## src/rtl/div_pkg.sv

```systemverilog
// Constants and FSM encoding shared by the divider and the dividend rebuilder.
package div_pkg;

  localparam int QW_DEF  = 32;
  localparam int BW_DEF  = 16;
  localparam int COUNT_W = $clog2(BW_DEF) + 1;

  typedef enum logic [1:0] {
    IDLE = 2'd0,
    RUN  = 2'd1,
    DONE = 2'd2
  } state_e;

endpackage

```

## src/rtl/dividend_rebuilder_if.sv

```systemverilog
// Start/busy/ready/count handshake plus operand and result bundle.
interface dividend_rebuilder_if #(
  parameter int QW = 32,
  parameter int BW = 16
);
  localparam int CW = $clog2(BW) + 1;

  logic             start;
  logic [QW-1:0]    q_in;
  logic [BW-1:0]    b_in;
  logic [BW-1:0]    r_in;
  logic [QW+BW-1:0] a_out;
  logic             ovf;
  logic             rem_err;
  logic             busy;
  logic             ready;
  logic [CW-1:0]    count;

  modport master (
    output start, q_in, b_in, r_in,
    input  a_out, ovf, rem_err,
    input  busy, ready, count
  );

  modport slave (
    input  start, q_in, b_in, r_in,
    output a_out, ovf, rem_err,
    output busy, ready, count
  );

endinterface

```

## src/rtl/dividend_rebuilder.sv

```systemverilog
// Shift-add rebuild of a divider dividend: a = q*b + r, one divisor bit per clock.
module dividend_rebuilder
  import div_pkg::*;
#(
  parameter int QW = QW_DEF,
  parameter int BW = BW_DEF
) (
  input  logic                 clk,
  input  logic                 clr,
  dividend_rebuilder_if.slave  bus
);

  localparam int AW = QW + BW;
  localparam int CW = $clog2(BW) + 1;

  state_e        state_q;
  logic [AW-1:0] acc_q;
  logic [AW-1:0] acc_d;
  logic [AW-1:0] mcand_q;
  logic [BW-1:0] mplier_q;
  logic [CW-1:0] count_q;
  logic [AW-1:0] a_out_q;
  logic          ovf_q;
  logic          rem_err_q;

  // acc starts at r, so the final value already includes the remainder
  assign acc_d = mplier_q[0] ? acc_q + mcand_q : acc_q;

  always_ff @(posedge clk) begin
    if (clr) begin
      state_q   <= IDLE;
      acc_q     <= '0;
      mcand_q   <= '0;
      mplier_q  <= '0;
      count_q   <= '0;
      a_out_q   <= '0;
      ovf_q     <= 1'b0;
      rem_err_q <= 1'b0;
    end else begin
      unique case (state_q)
        IDLE, DONE: begin
          if (bus.start) begin
            state_q   <= RUN;
            acc_q     <= {{QW{1'b0}}, bus.r_in};
            mcand_q   <= {{BW{1'b0}}, bus.q_in};
            mplier_q  <= bus.b_in;
            count_q   <= '0;
            rem_err_q <= bus.r_in >= bus.b_in;
          end
        end
        RUN: begin
          acc_q    <= acc_d;
          mcand_q  <= mcand_q << 1;
          mplier_q <= mplier_q >> 1;
          count_q  <= count_q + 1'b1;
          if (count_q == CW'(BW - 1)) begin
            state_q <= DONE;
            a_out_q <= acc_d;
            ovf_q   <= |acc_d[AW-1:QW];
          end
        end
        default: state_q <= IDLE;
      endcase
    end
  end

  assign bus.a_out   = a_out_q;
  assign bus.ovf     = ovf_q;
  assign bus.rem_err = rem_err_q;
  assign bus.busy    = state_q == RUN;
  assign bus.ready   = state_q == DONE;
  assign bus.count   = count_q;

endmodule

```

## src/flat_wrapper.sv

```systemverilog
// flat-port wrapper written by rule: the top's interface ports become plain ports
module dividend_rebuilder_flat import div_pkg::*;
#(
  parameter int QW = QW_DEF,
  parameter int BW = BW_DEF
)
  (clk, clr, bus_start, bus_q_in, bus_b_in, bus_r_in, bus_a_out, bus_ovf, bus_rem_err, bus_busy, bus_ready, bus_count);
  dividend_rebuilder_if #(.QW(QW), .BW(BW)) bus_i ();
  input  logic clk;
  input  logic clr;
  input wire logic [$bits(bus_i.start)-1:0] bus_start;
  input wire logic [$bits(bus_i.q_in)-1:0] bus_q_in;
  input wire logic [$bits(bus_i.b_in)-1:0] bus_b_in;
  input wire logic [$bits(bus_i.r_in)-1:0] bus_r_in;
  output wire logic [$bits(bus_i.a_out)-1:0] bus_a_out;
  output wire logic [$bits(bus_i.ovf)-1:0] bus_ovf;
  output wire logic [$bits(bus_i.rem_err)-1:0] bus_rem_err;
  output wire logic [$bits(bus_i.busy)-1:0] bus_busy;
  output wire logic [$bits(bus_i.ready)-1:0] bus_ready;
  output wire logic [$bits(bus_i.count)-1:0] bus_count;
  assign bus_i.start = bus_start;
  assign bus_i.q_in = bus_q_in;
  assign bus_i.b_in = bus_b_in;
  assign bus_i.r_in = bus_r_in;
  assign bus_a_out = bus_i.a_out;
  assign bus_ovf = bus_i.ovf;
  assign bus_rem_err = bus_i.rem_err;
  assign bus_busy = bus_i.busy;
  assign bus_ready = bus_i.ready;
  assign bus_count = bus_i.count;
  dividend_rebuilder #(.QW(QW), .BW(BW)) u_core (.clk(clk), .clr(clr), .bus(bus_i));
endmodule
```

## config.mk

```make
export PLATFORM = sky130hd
export DESIGN_NAME = dividend_rebuilder_flat
export DESIGN_NICKNAME = d
export VERILOG_FILES = /design/src/rtl/div_pkg.sv /design/src/rtl/dividend_rebuilder_if.sv /design/src/rtl/dividend_rebuilder.sv /design/src/flat_wrapper.sv
export SDC_FILE = /design/constraint.sdc
export NUM_CORES = 1
export LEC_CHECK = 0
export CORE_MARGIN = 5
export CORE_UTILIZATION = 50
export CTS_CLUSTER_DIAMETER = 200
export DETAILED_ROUTE_END_ITERATION = 7
export PLACE_DENSITY_LB_ADDON = 0.12
export SLEW_MARGIN = 10
export SYNTH_ARGS = -nofsm -noshare
export SYNTH_HDL_FRONTEND = slang
export SYNTH_SLANG_ARGS = --single-unit
export TNS_END_PERCENT = 5
```

## constraint.sdc

```tcl
create_clock -name clk -period 8.7 [get_ports clk]
set_input_delay 1.74 -clock clk [delete_from_list [all_inputs] [get_ports clk]]
set_output_delay 1.74 -clock clk [all_outputs]
set_load 0.01 [all_outputs]
```

== Word level (Yosys, flattened, before mapping) ==
Cells that the tools add are included.

* Register bits: 169
* Output and inout bits: 57

* $add $sub $neg: 2
* Order comparisons: 1
* Equal/unequal tests: 5
* Mux-type cells: 12
* Reductions and logical operators: 8

{| class="wikitable"
|+ Operators with widths
! cell !! count
|-
| 48-bit one-hot mux with 2 select lines || 2
|-
| 48-bit two-way mux || 3
|-
| 48-bit adder || 1
|-
| 16-bit one-hot mux with 2 select lines || 1
|-
| 16-bit >= comparator || 1
|-
| 16-bit two-way mux || 1
|-
| 16-bit OR reduction || 1
|-
| 5-bit one-hot mux with 2 select lines || 1
|-
| 2-bit AND reduction || 4
|-
| 5-bit by 1-bit adder with 5-bit output (second input constant) || 1
|-
| 5-bit by 4-bit == test with 1-bit output (second input constant) || 1
|-
| 5-bit two-way mux || 1
|-
| 2-bit two-way mux || 2
|-
| 2-bit one-hot mux with 2 select lines || 1
|-
| 2-bit by 1-bit == test with 1-bit output (second input constant) || 1
|-
| 2-bit == test (second input constant) || 1
|-
| 2-bit zero test || 1
|-
| 2-bit by 1-bit != test with 1-bit output (second input constant) || 1
|-
| 2-bit != test (second input constant) || 1
|-
| 2-bit nonzero test || 1
|-
| 2-bit OR reduction || 1
|}

== Depth between registers and ports, before layout ==
Gate-level depths: netlist of the first run.

* Word-level depth: 4
* Mapped depth: 14

== Worst setup path before layout of the first run ==
OpenSTA, ideal clock, no wires.

* Path kind: input-to-reg
* Start point: input port bus_r_in[0]
* End point: register u_core.rem_err_q (netlist: u_core.bus.rem_err)
* Library setup time: 0.119 ns
* Data arrival time: 3.694 ns
* Required time: 8.581 ns
* Path slack: 4.887 ns
* Cell stages on the path: 13
* Buffers on the path: 0
* Cells stage by stage: inv_1 > ha_1 > nand2b_1 > a21o_1 > a21o_1 > a21o_1 > a21o_1 > a21o_1 > a21o_1 > a21o_1 > a21oi_1 > nor3_1 > o221a_2

* Longest elaborated chain between the ends: 1

{| class="wikitable"
|+ RTL lines
! what !! RTL line !! text
|-
| from (decl) || flat_wrapper.sv:14 || <nowiki>input wire logic [$bits(bus_i.r_in)-1:0] bus_r_in;</nowiki>
|-
| 16-bit >= comparator || dividend_rebuilder.sv:48 || <nowiki>rem_err_q <= bus.r_in >= bus.b_in;</nowiki>
|-
| to (signal assigned) || dividend_rebuilder.sv:48 ||
|-
| to (decl) || dividend_rebuilder.sv:24 || <nowiki>logic rem_err_q;</nowiki>
|}

Every way passes these cells.
A chain may end at the register's enable or synchronous reset.

== Worst setup path after layout of the first run ==
* Start point: input port bus_start
* End point: register u_core.acc_q[1]

* Longest elaborated chain between the ends: 2

{| class="wikitable"
|+ RTL lines
! what !! RTL line !! text
|-
| from (decl) || flat_wrapper.sv:11 || <nowiki>input wire logic [$bits(bus_i.start)-1:0] bus_start;</nowiki>
|-
| 2-bit != test (no line) || n/a ||
|-
| 2-bit AND reduction (no line) || n/a ||
|-
| to (signal assigned) || dividend_rebuilder.sv:44 || <nowiki>acc_q <= {{QW{1'b0}}, bus.r_in};</nowiki>
|-
| to (decl) || dividend_rebuilder.sv:17 || <nowiki>logic [AW-1:0] acc_q;</nowiki>
|}

Every way passes these cells.

==> impl_results.md, run 1 <==
* Run status: finished clean
* Setup slack of the worst register-to-register path at 4970 ps
* CP Capture Type: flip-flop
* Worst Setup Start Kind: primary input
* Count of endpoints failing setup in the final report at 0
* PnR worst setup slack at 4220 ps
* Post-CTS sizing at 0
* Leakage power summed over all cells at 4.54 nW
* Antenna diode count at 0
* Net count reported at finish at 1466
* CTS tree: yes
* Reg2Reg Capture Point: u_core.bus.ovf$_SDFFE_PP0P_
* Top_reg_cell synth: sky130_fd_sc_hd__dfxtp_1
* Highest Clock Rate at 0.223 GHz
* Area of the placeable core at 20000 um2
* Count of cell types in the netlist at 70
* Post-route fraction of the period consumed by the critical path at 0.515
* Fraction of the mapped netlist area in simple logic gates at 0.183
* Synth Cell Area at 10100 um2
* Shortest period the worst path allows at 4480 ps
* Ordered list of cells on the worst path: clkdlybuf4s50_1 > nor2b_4 > buf_4 > nor2_4 > buf_4 > a21o_1 > a221oi_1 > nor2_1
* Summed negative setup slack over all endpoints at 0 ps
* Routed wirelength normalized by instance count at 18.1 um
* Transition time at the pin with the least slew margin at 1130 ps
* Tot Pwr at 1.87 mW
* Worst slew margin relative to its limit at 0.247
* Via count of the first global-routing pass at 9361
* Critical path class: primary input to flip-flop
* H-tree depth at 4
* Root buffer cell: sky130_fd_sc_hd__clkbuf_16
* Initial antenna violation count at 0
* Clock network latency to the later pin of the worst-skew pair at 440 ps
* Most common cell after layout, fill and taps aside: sky130_fd_sc_hd__dfxtp_1
* DP Worst Slack at 3840 ps
* Data required time of the worst path at 9060 ps
* Wire length of the first global-routing pass at 48200 um
* Max-slew violations at 0
* Number of enable-type register cells in the synthesized netlist at 0
* Global placer's final weighted congestion at 0.927
* CP dominant cell by count: sky130_fd_sc_hd__buf_4
* Yosys warning count at 0
* Depth of the most critical reg-to-reg path at 14
* Count of input and output buffers at 123
* Number of cells produced by synthesis at 1277
* Worst min path class: flip-flop to flip-flop
* Final Skew at 10.9 ps
* Number of optimization iterations in the first detailed-route pass at 6
* Final Hold Fails at 0
* Overall track demand over capacity in global routing at 0.248
* Residual DRC count at 0
* Count of clock tree sinks at 169
* Number of top-level pins at 124
* Share of the synthesized area in compound gates (AO/OA/AOI/OAI) at 0.271
* Aggregate routed wire length at 29300 um
* Number of synthesized register bits at 169
* Fraction of synthesis flops using an asynchronous set or reset pin at 0
* Max capacitance violation total at 0
* Setup repair after global routing missed its margin: no
* Detailed placer's ending HPWL at 20700 um
* Share of post-route cells with drive strength above 1 at 0.0550
* Worst IR drop on VDD at 0.102 mV
* FP Rows at 52
* Xor-xnor portion of the synthesized cell area at 0.0339
* CP peak stage delay at 950 ps
* Highest-delay cell along the critical path: sky130_fd_sc_hd__nor2_4
* Number of cells on the worst hold path at 2
* Worst R2R Start: u_core.mcand_q[0]$_SDFFE_PP0P_
* Antenna viol nets, final at 0
* Post-synthesis net count at 1410
* End point of the worst hold path: u_core.bus.a_out[20]$_SDFFE_PP0P_
* Smallest hold slack at 454 ps
* Synthesized area per cell at 7.89 um2
* Startpoint of the worst hold path: u_core.bus.a_out[20]$_SDFFE_PP0P_
* Adder-cell area share of the yosys netlist at 0.0828
* Power per Cell Area at 157 nW/um2
* Maximum number of buffers from clock root to sink at 2
* Horizontal die dimension at 152 um
* Floorplan die area at 23100 um2
* Share of the yosys chip area belonging to registers at 0.336
* Total via count after detailed routing at 9598
* Congestion Overflow GR at 0
* Area Overhead vs Synth at 18.2%
* Starting density of the core at 0.502
* Maximum number of pins on one net before global-route repair at 100
* Portion of netlist area occupied by mux cells at 0.0376
* Die Y-Extent at 152 um
* Clock slew seen by the registers of the worst setup and hold paths at 70 ps
* Data arrival, critical path at 4840 ps
* Initial drt markers at 674
* Family with the most delay on the worst path: buffers and inverters
* Combinational family with the most area after synthesis: compound AO/OA/AOI/OAI gates
* Number of setup buffers added after CTS at 0
* Commonest cells after routing, fill and taps aside: 168 x sky130_fd_sc_hd__dfxtp_1, 154 x sky130_fd_sc_hd__nor2_1, 151 x sky130_fd_sc_hd__nand2_1
* Mean number of vias per cell at 5.94
* Worst Path Buf+Inv at 3
* Hold buffer count at CTS at 0
* TritonCTS buffer count at 17
* Largest fanout of any net on the critical path at 67
==> report_power, final <==
group	switching [mW]	leakage, nW	internal [mW]
Combinational	0.153	2.87	0.101
Sequential	0.0209	1.37	0.797
Clock	0.362	0.295	0.437
==> layout make-up <==
| cell class | count | area, um2 |
|---|---|---|
| fill | 1933 | 8130 |
| multi-input combinational | 974 | 6130 |
| sequential | 169 | 3380 |
| timing repair buffer | 132 | 1300 |
| clock buffer | 18 | 429 |
| tap | 270 | 338 |
| clock inverter | 14 | 179 |
| inverter | 39 | 146 |
==> registers in the layout, indices dropped and copies added (netlist names) <==
| signal | cells |
|---|---|
| u_core.acc_q | 48 |
| u_core.bus.a_out | 48 |
| u_core.mcand_q | 48 |
| u_core.mplier_q | 16 |
| u_core.bus.count | 5 |
| u_core.state_q | 2 |
| u_core.bus.ovf | 1 |
| u_core.bus.rem_err | 1 |
==> Yosys cell counts, drive strengths merged, types with 5 or more instances <==
master,instances,area (um2)
dfxtp,169,3380
nor2,155,582
nand2,151,567
a21oi,144,721
a22oi,88,661
clkbuf,66,249
ha,65,813
o21ai,45,229
inv,39,146
nand4,30,194
buf,29,174
a211oi,26,195
xnor2,24,210
a21o,23,173
mux2i,21,210
a221oi,16,140
nor3,16,85.1
mux2,15,169
nand3,15,75.1
o21a,15,113
xor2,15,131
nand2b,12,75.1
and2,9,56.3
and3,8,50.1
o211ai,8,60.1
a31oi,6,37.5
nor4,6,43.8
o21bai,6,45.0
o31ai,5,37.5
==> worst reg2reg max path, cell delays in order, from the launching register on <==
cell and delay [ps]:
sky130_fd_sc_hd__dfxtp_1 380, sky130_fd_sc_hd__ha_1 190, sky130_fd_sc_hd__inv_1 50, sky130_fd_sc_hd__fa_1 380
sky130_fd_sc_hd__nand2b_1 200, sky130_fd_sc_hd__a21oi_1 190, sky130_fd_sc_hd__o21ai_0 230, sky130_fd_sc_hd__o221ai_1 500
sky130_fd_sc_hd__nand3b_1 210, sky130_fd_sc_hd__nand3_1 210, sky130_fd_sc_hd__a311oi_1 140, sky130_fd_sc_hd__a221oi_1 400
sky130_fd_sc_hd__o211ai_1 190, sky130_fd_sc_hd__nor4_1 230, sky130_fd_sc_hd__a21oi_1 100
==> routing by layer <==
metal | global-route usage | wire length [um]
met5 | 0 | 0
met4 | 0.0711 | 563
met2 | 0.406 | 13600
met3 | 0.0444 | 1610
met1 | 0.338 | 13500
==> how the worst max path moves through the flow <==
| stage | from | end | slack [ps] | cells after the start |
|---|---|---|---|---|
| after floorplan | bus_r_in[0] | u_core.bus.rem_err$_SDFFE_PP0P_ | 4890 | 13 |
| after global placement | bus_start | u_core.acc_q[1]$_SDFFE_PP0P_ | 3890 | 8 |
| after detailed placement | bus_start | u_core.acc_q[1]$_SDFFE_PP0P_ | 3840 | 8 |
| after CTS | bus_start | u_core.acc_q[1]$_SDFFE_PP0P_ | 4280 | 8 |
| after global routing | bus_start | u_core.acc_q[0]$_SDFFE_PP0P_ | 3990 | 8 |
| final | bus_start | u_core.acc_q[1]$_SDFFE_PP0P_ | 4220 | 8 |
==> metrics by stage <==
step | util | cell area [um2] | std cells
6_report | 0.594 | 11900 | 1616
5_1_grt | 0.594 | 11900 | 1616
4_1_cts | 0.594 | 11900 | 1616
3_5_place_dp | 0.564 | 11300 | 1584
3_3_place_gp | 0.564 | 11300 | 1584
2_1_floorplan | - | 10100 | 1277
==> cell families (layout without fill, tap and decap cells) <==
group / Yosys count / in the layout
muxes: 36 / 36
DFF: 169 / 169
adders and majority gates: 66 / 66
xor gates and xnor gates: 39 / 39
AOI/OAI and AO/OA: 415 / 415
buffers and inverters: 134 / 203
and+or+nand+nor: 418 / 418
Power figures use the tool's default switching activity.
==> run 2: changes to the inputs <==
Clock period 8.7 ns to 3.6 ns, I/O delays scaled along.
==> impl_results.md, run 2 (synthesized netlist as in run 1, its figures left out) <==
* Data arrival, critical path at 3750 ps (-1090 ps)
* Worst Setup Start Kind: flip-flop
* Critical path class: flip-flop to flip-flop
* Shortest period the worst path allows at 3430 ps
* Worst slew margin relative to its limit at 0.474 (+0.227)
* Count of clock tree sinks at 169 (unchanged)
* Area of the placeable core at 20000 um2 (unchanged)
* Power per Cell Area at 369 nW/um2 (+130%)
* Worst min path class: flip-flop to flip-flop
* Net Sw Power at 1.34 mW (+150%)
* Post-route fraction of the period consumed by the critical path at 0.952
* Run status: finished clean
* Hold buffer count at CTS at 0 (unchanged)
* Highest Clock Rate at 0.292 GHz
* Most common cell after layout, fill and taps aside: sky130_fd_sc_hd__dfxtp_1
* Via count of the first global-routing pass at 9274 (-0.93%)
* H-tree depth at 4 (unchanged)
* Maximum number of pins on one net before global-route repair at 104 (+4.0%)
* Combinational share of power at 0.142 (+0.006)
* Count of filler cells inserted in the layout at 1852 (-4.2%)
* Routed wirelength normalized by instance count at 18.4 um (+1.7%)
* Clock slew seen by the registers of the worst setup and hold paths at 70 ps (about the same)
* Fraction of power spent switching nets at 0.300 (+0.0141)
* Global placer's final weighted congestion at 0.927 (about the same)
* Clock group share of total power at 0.414 (-0.013)
* Detailed placer's ending HPWL at 21600 um (+4.2%)
* Portion of total power attributed to sequential cells at 0.444 (+0.007)
* Share of post-route cells with drive strength above 1 at 0.0688 (+0.0138)
* Total via count after detailed routing at 9777 (+1.9%)
* Max-slew violations at 0 (unchanged)
* CTS tree: yes
* TritonCTS buffer count at 17 (unchanged)
* Transition time at the pin with the least slew margin at 788 ps (-338 ps)
* Final non-filler cell area at 12100 um2 (+1.2%)
* Die Y-Extent at 152 um (unchanged)
* Net count reported at finish at 1486 (+1.4%)
* Initial antenna violation count at 0 (unchanged)
* Area Overhead vs Synth at 19.7%
* Antenna viol nets, final at 0 (unchanged)
* GR Layer Usage met3 at 0.0407 (-0.00370)
* FP Rows at 52 (unchanged)
* Setup repair after global routing missed its margin: no
* Overall track demand over capacity in global routing at 0.253 (+0.00452)
* Placed cell area at 11500 um2 (+1.6%)
* Horizontal die dimension at 152 um (unchanged)
* Antenna diode count at 0 (unchanged)
* Met1 Resource Use GR at 0.342 (+0.00478)
* Root buffer cell: sky130_fd_sc_hd__clkbuf_16
* Layout Utilization at 0.602 (+0.00737)
* Commonest cells after routing, fill and taps aside: 168 x sky130_fd_sc_hd__dfxtp_1, 154 x sky130_fd_sc_hd__nor2_1, 151 x sky130_fd_sc_hd__nand2_1
* Mean number of vias per cell at 5.98 (+0.62%)
* Leakage power summed over all cells at 4.63 nW (+2.1%)
* Residual DRC count at 0 (unchanged)
* Internal Dissipation at 3.11 mW (+130%)
* Worst IR drop on VDD at 0.277 mV (+170%)
* Aggregate routed wire length at 30100 um (+2.9%)
* Count of input and output buffers at 123 (unchanged)
* Number of top-level pins at 124 (unchanged)
* Clock network latency to the later pin of the worst-skew pair at 450 ps (about the same)
* Data required time of the worst path at 3920 ps (-5140 ps)
* Met2 Usage GRT at 0.412 (+0.00614)
* Wire length of the first global-routing pass at 48800 um (+1.3%)
* GR peak layer: met2
* Final Skew at 14.6 ps (+3.66 ps)
* Initial drt markers at 836 (+24%)
* Final Hold Fails at 0 (unchanged)
* CP Capture Type: flip-flop
* Post-CTS sizing at 0 (unchanged)
* Maximum number of buffers from clock root to sink at 2 (unchanged)
* Summed negative setup slack over all endpoints at 0 ps (unchanged)
* Max capacitance violation total at 0 (unchanged)
* Count of endpoints failing setup in the final report at 0 (unchanged)
* Largest fanout of any net on the critical path at 8 (-88%)
* Congestion Overflow GR at 0 (unchanged)
* Number of setup buffers added after CTS at 0 (unchanged)
* Number of optimization iterations in the first detailed-route pass at 5 (-1)
* Floorplan die area at 23100 um2 (unchanged)
* Starting density of the core at 0.502 (unchanged)
[run 2: changes by cell type in the layout (fill, tap and decap cells not counted), sizes merged]
| cell | delta |
|---|---|
| buf | +20 |
| bufinv | -2 |
| clkinv | +2 |
| inv | +1 |
| clkinvlp | -1 |
[run 2: worst paths after layout]
check | endpoint | slack [ps] | cells past startpoint | start
min | u_core.bus.a_out[27]$_SDFFE_PP0P_ | 450 | 2 | u_core.bus.a_out[27]$_SDFFE_PP0P_
max reg2reg | u_core.bus.ovf$_SDFFE_PP0P_ | 170 | 11 | u_core.mcand_q[19]$_SDFFE_PP0P_
max | u_core.bus.ovf$_SDFFE_PP0P_ | 170 | 11 | u_core.mcand_q[19]$_SDFFE_PP0P_
min reg2reg | u_core.bus.a_out[27]$_SDFFE_PP0P_ | 450 | 2 | u_core.bus.a_out[27]$_SDFFE_PP0P_
[run 2: worst max-delay path, stage by stage, from the launching register on]
cell and delay (ps):
sky130_fd_sc_hd__dfxtp_1 330, sky130_fd_sc_hd__ha_1 430, sky130_fd_sc_hd__nand4_1 210, sky130_fd_sc_hd__or4_1 570
sky130_fd_sc_hd__o21ai_2 200, sky130_fd_sc_hd__nor3_2 100, sky130_fd_sc_hd__o31a_1 300, sky130_fd_sc_hd__o2111a_1 270
sky130_fd_sc_hd__a2111oi_2 340, sky130_fd_sc_hd__nand4_1 200, sky130_fd_sc_hd__nor4_2 270, sky130_fd_sc_hd__a21oi_1 90
[run 2: area by class of cell]
type | count | area (um2) | area share
clock buffers | 18 | 429 | 0.0356
clock inverters | 14 | 151 | 0.0126
inverters | 39 | 146 | 0.0121
multi-input cells | 974 | 6130 | 0.509
flip-flops and latches | 169 | 3380 | 0.281
well taps | 270 | 338 | 0.0280
repair buffers | 152 | 1470 | 0.122
[run 2: power by group through the flow]
stage,logic [mW],registers [mW],clock network (mW)
5_1_grt,0.692,1.98,1.94
4_1_cts,0.631,1.98,1.87
2_1_floorplan,0.421,2.00,0
3_3_place_gp,0.622,2.02,0
6_report,0.633,1.98,1.84
3_5_place_dp,0.627,2.02,0
[run 2: through the flow]
stage / hold slack, ps / std cells / power (mW) / worst slack [ps]
after floorplan: 437 / 1277 / 2.42 / 637
after global placement: 443 / 1604 / 2.64 / 219
after detailed placement: 448 / 1604 / 2.65 / 196
after CTS: 457 / 1636 / 4.47 / 201
after global routing: 472 / 1636 / 4.62 / 27.1
final: 453 / 1636 / 4.45 / 174
[run 2: layer usage]
layer | vias to the layer above | share of wire
met4 | 0 | 0.026
met1 | 4645 | 0.45
met3 | 51 | 0.056
li1 | 4759 | -
met5 | - | 0
met2 | 322 | 0.47
==> RTL change: new RTL, flow settings as in run 2 <==
`BW_DEF`: 16 -> 32.
--- a/src/rtl/div_pkg.sv
+++ b/src/rtl/div_pkg.sv
@@ -4,3 +4,3 @@
   localparam int QW_DEF  = 32;
-  localparam int BW_DEF  = 16;
+  localparam int BW_DEF  = 32;
   localparam int COUNT_W = $clog2(BW_DEF) + 1;
Interface: changed (resized bus_a_out, bus_b_in, bus_count and bus_r_in); port bits go from 124 to 173. No check against the original RTL was run, so the function may have changed too.
==> RTL change against run 2 <==
  * The flow now finishes with violations (setup timing)
  * Total power up 41%
  * Non-clock buffer count is 301 higher
  * Setup slack lost 0.28 ns
  * Synthesized area rose by 39%
  * Count of clock-buffer cells in the layout is 17 higher
  * Worst hold slack about the same
  * Final cell count is 54% higher
  * Cell area up 56%
  * Maximum frequency shrank 7.7%
  * Sequential cell count grew 65
  * Sequential power up 38%
  * Routed wire length rose by 62%
  * Critical path type unchanged
==> RTL change: results (changes against run 2) <==
stage,metric,value,unit,change
outcome,status,"finished, violations left",,
outcome,violations,setup timing,,
global_routing,antenna_found_initial,3,,+3
global_routing,grt_usage,30.0,%,+4.7 points
global_routing,grt_pass1_vias,14400,,+55%
power_and_ir_drop,p_per_area,334,nW/µm²,-9.6%
finish,clkbuf_count,35,,+17
clock_tree,post_cts_resized,36,,+36
clock_tree,insertion_delay,0.54,ns,+0.09 ns
finish,inverters_excl_clock,59,,+51%
drt,firstDrtPassIters,6,,+1
placed_design,io_buffer_count,172,,+40%
clock_tree,numCtsBuffers,25,,+8
global_routing,grt_util_met2,50.3,%,+9.1 points
finish,sh_seq_area,24.9,%,-3.2 points
worst_setup_path,worst-r2r-cell-count,15,,+4
timing,skew,0.0159,ns,+0.00135 ns
timing,fin_ws,-0.110,ns,-0.284 ns
clock_tree,clockBufferDepth,3,,+1
drt,vias,14900,,+52%
drt,wl_met3,2900,µm,+73%
drt,highest_layer,met5,,
yosys,ys_types,81,,+16%
yosys,ys_seq_elements,234,,+38%
worst_setup_path,crit_fanout,3,,-5
power_and_ir_drop,leakagePower,7.73,nW,+67%
power_and_ir_drop,p_clk,2.43,mW,+32%
global_routing,use_met3,4.17,%,+0.099 points
power_and_ir_drop,p_seq_share,43.5,%,-0.9 points
placed_design,gp_congestion,0.973,,+5.0%
power_and_ir_drop,ir_drop,0.000323,V,+17%
global_routing,grt_pass1_wl,77000,µm,+58%
yosys,synth_cells,1772,,+39%
finish,layout.nonclk_buf_share,20.5,%,+8.3 points
hold_path,hold_path_end,u_core.bus.a_out[37]$_SDFFE_PP0P_,,
timing,slew_headroom,30.5,%,-17 points
finish,clockNetworkAreaShare,3.97,%,-0.85 points
drt,drt_iter0_drc,1395,,+67%
finish,multiInputGateArea,8840,µm²,+44%
worst_setup_path,worst_path_max_delay_cell,or4b_4,,
yosys,synthesis.nets,1968,,+40%
clock_tree,cts_setup_buffers,7,,+7
timing,tns,-0.110,ns,-0.110 ns
worst_setup_path,r2r_start,u_core.acc_q[0]$_SDFFE_PP0P_,,
finish,drive_above_1_share,18.3,%,+11 points
timing,setup_violations,1,,+1
finish,nFillCells,2371,,+28%
clock_tree,ctsHtreeMaxLevel,1,,-3
finish,multi_input_gates,1355,,+39%
placed_design,dp_hpwl,36400,µm,+68%
power_and_ir_drop,swShare,27.8,%,-2.2 points
yosys,yosys-top-cells-area,"dfxtp_1 (34%), ha_1 (8.6%), a21oi_1 (7.0%)",,
global_routing,grt_util_met1,39.7,%,+5.5 points
==> RTL change: cell count changes after synthesis, sizes merged, moves of 31 or more <==
cell    change
nor2       +99
clkbuf     +40
a21oi      +51
dfxtp      +65
a22oi      +36
ha         +31
==> RTL change: kinds of logic after synthesis <==
group / synth area share (%)
multiplexers: 2.51
flip-flops: 33.6
AND/OR/NAND/NOR: 18.5
adder cells (fa/ha/maj): 8.75
buffers and inverters: 5.09
AO/OA/AOI/OAI: 28.7
XOR/XNOR: 2.89
==> RTL change: per-stage QoR <==
| stage | util, % | area, µm² | setup slack (ns) | hold slack [ns] |
|---|---|---|---|---|
| after detailed placement | 64.1 | 17800 | -0.361 | 0.447 |
| final | 68.0 | 18800 | -0.110 | 0.453 |
| after global placement | 64.1 | 17800 | -0.406 | 0.443 |
| after global routing | 68.0 | 18800 | -0.305 | 0.476 |
| after CTS | 67.7 | 18800 | -0.130 | 0.455 |
| after floorplan | - | 14000 | 0.0485 | 0.437 |
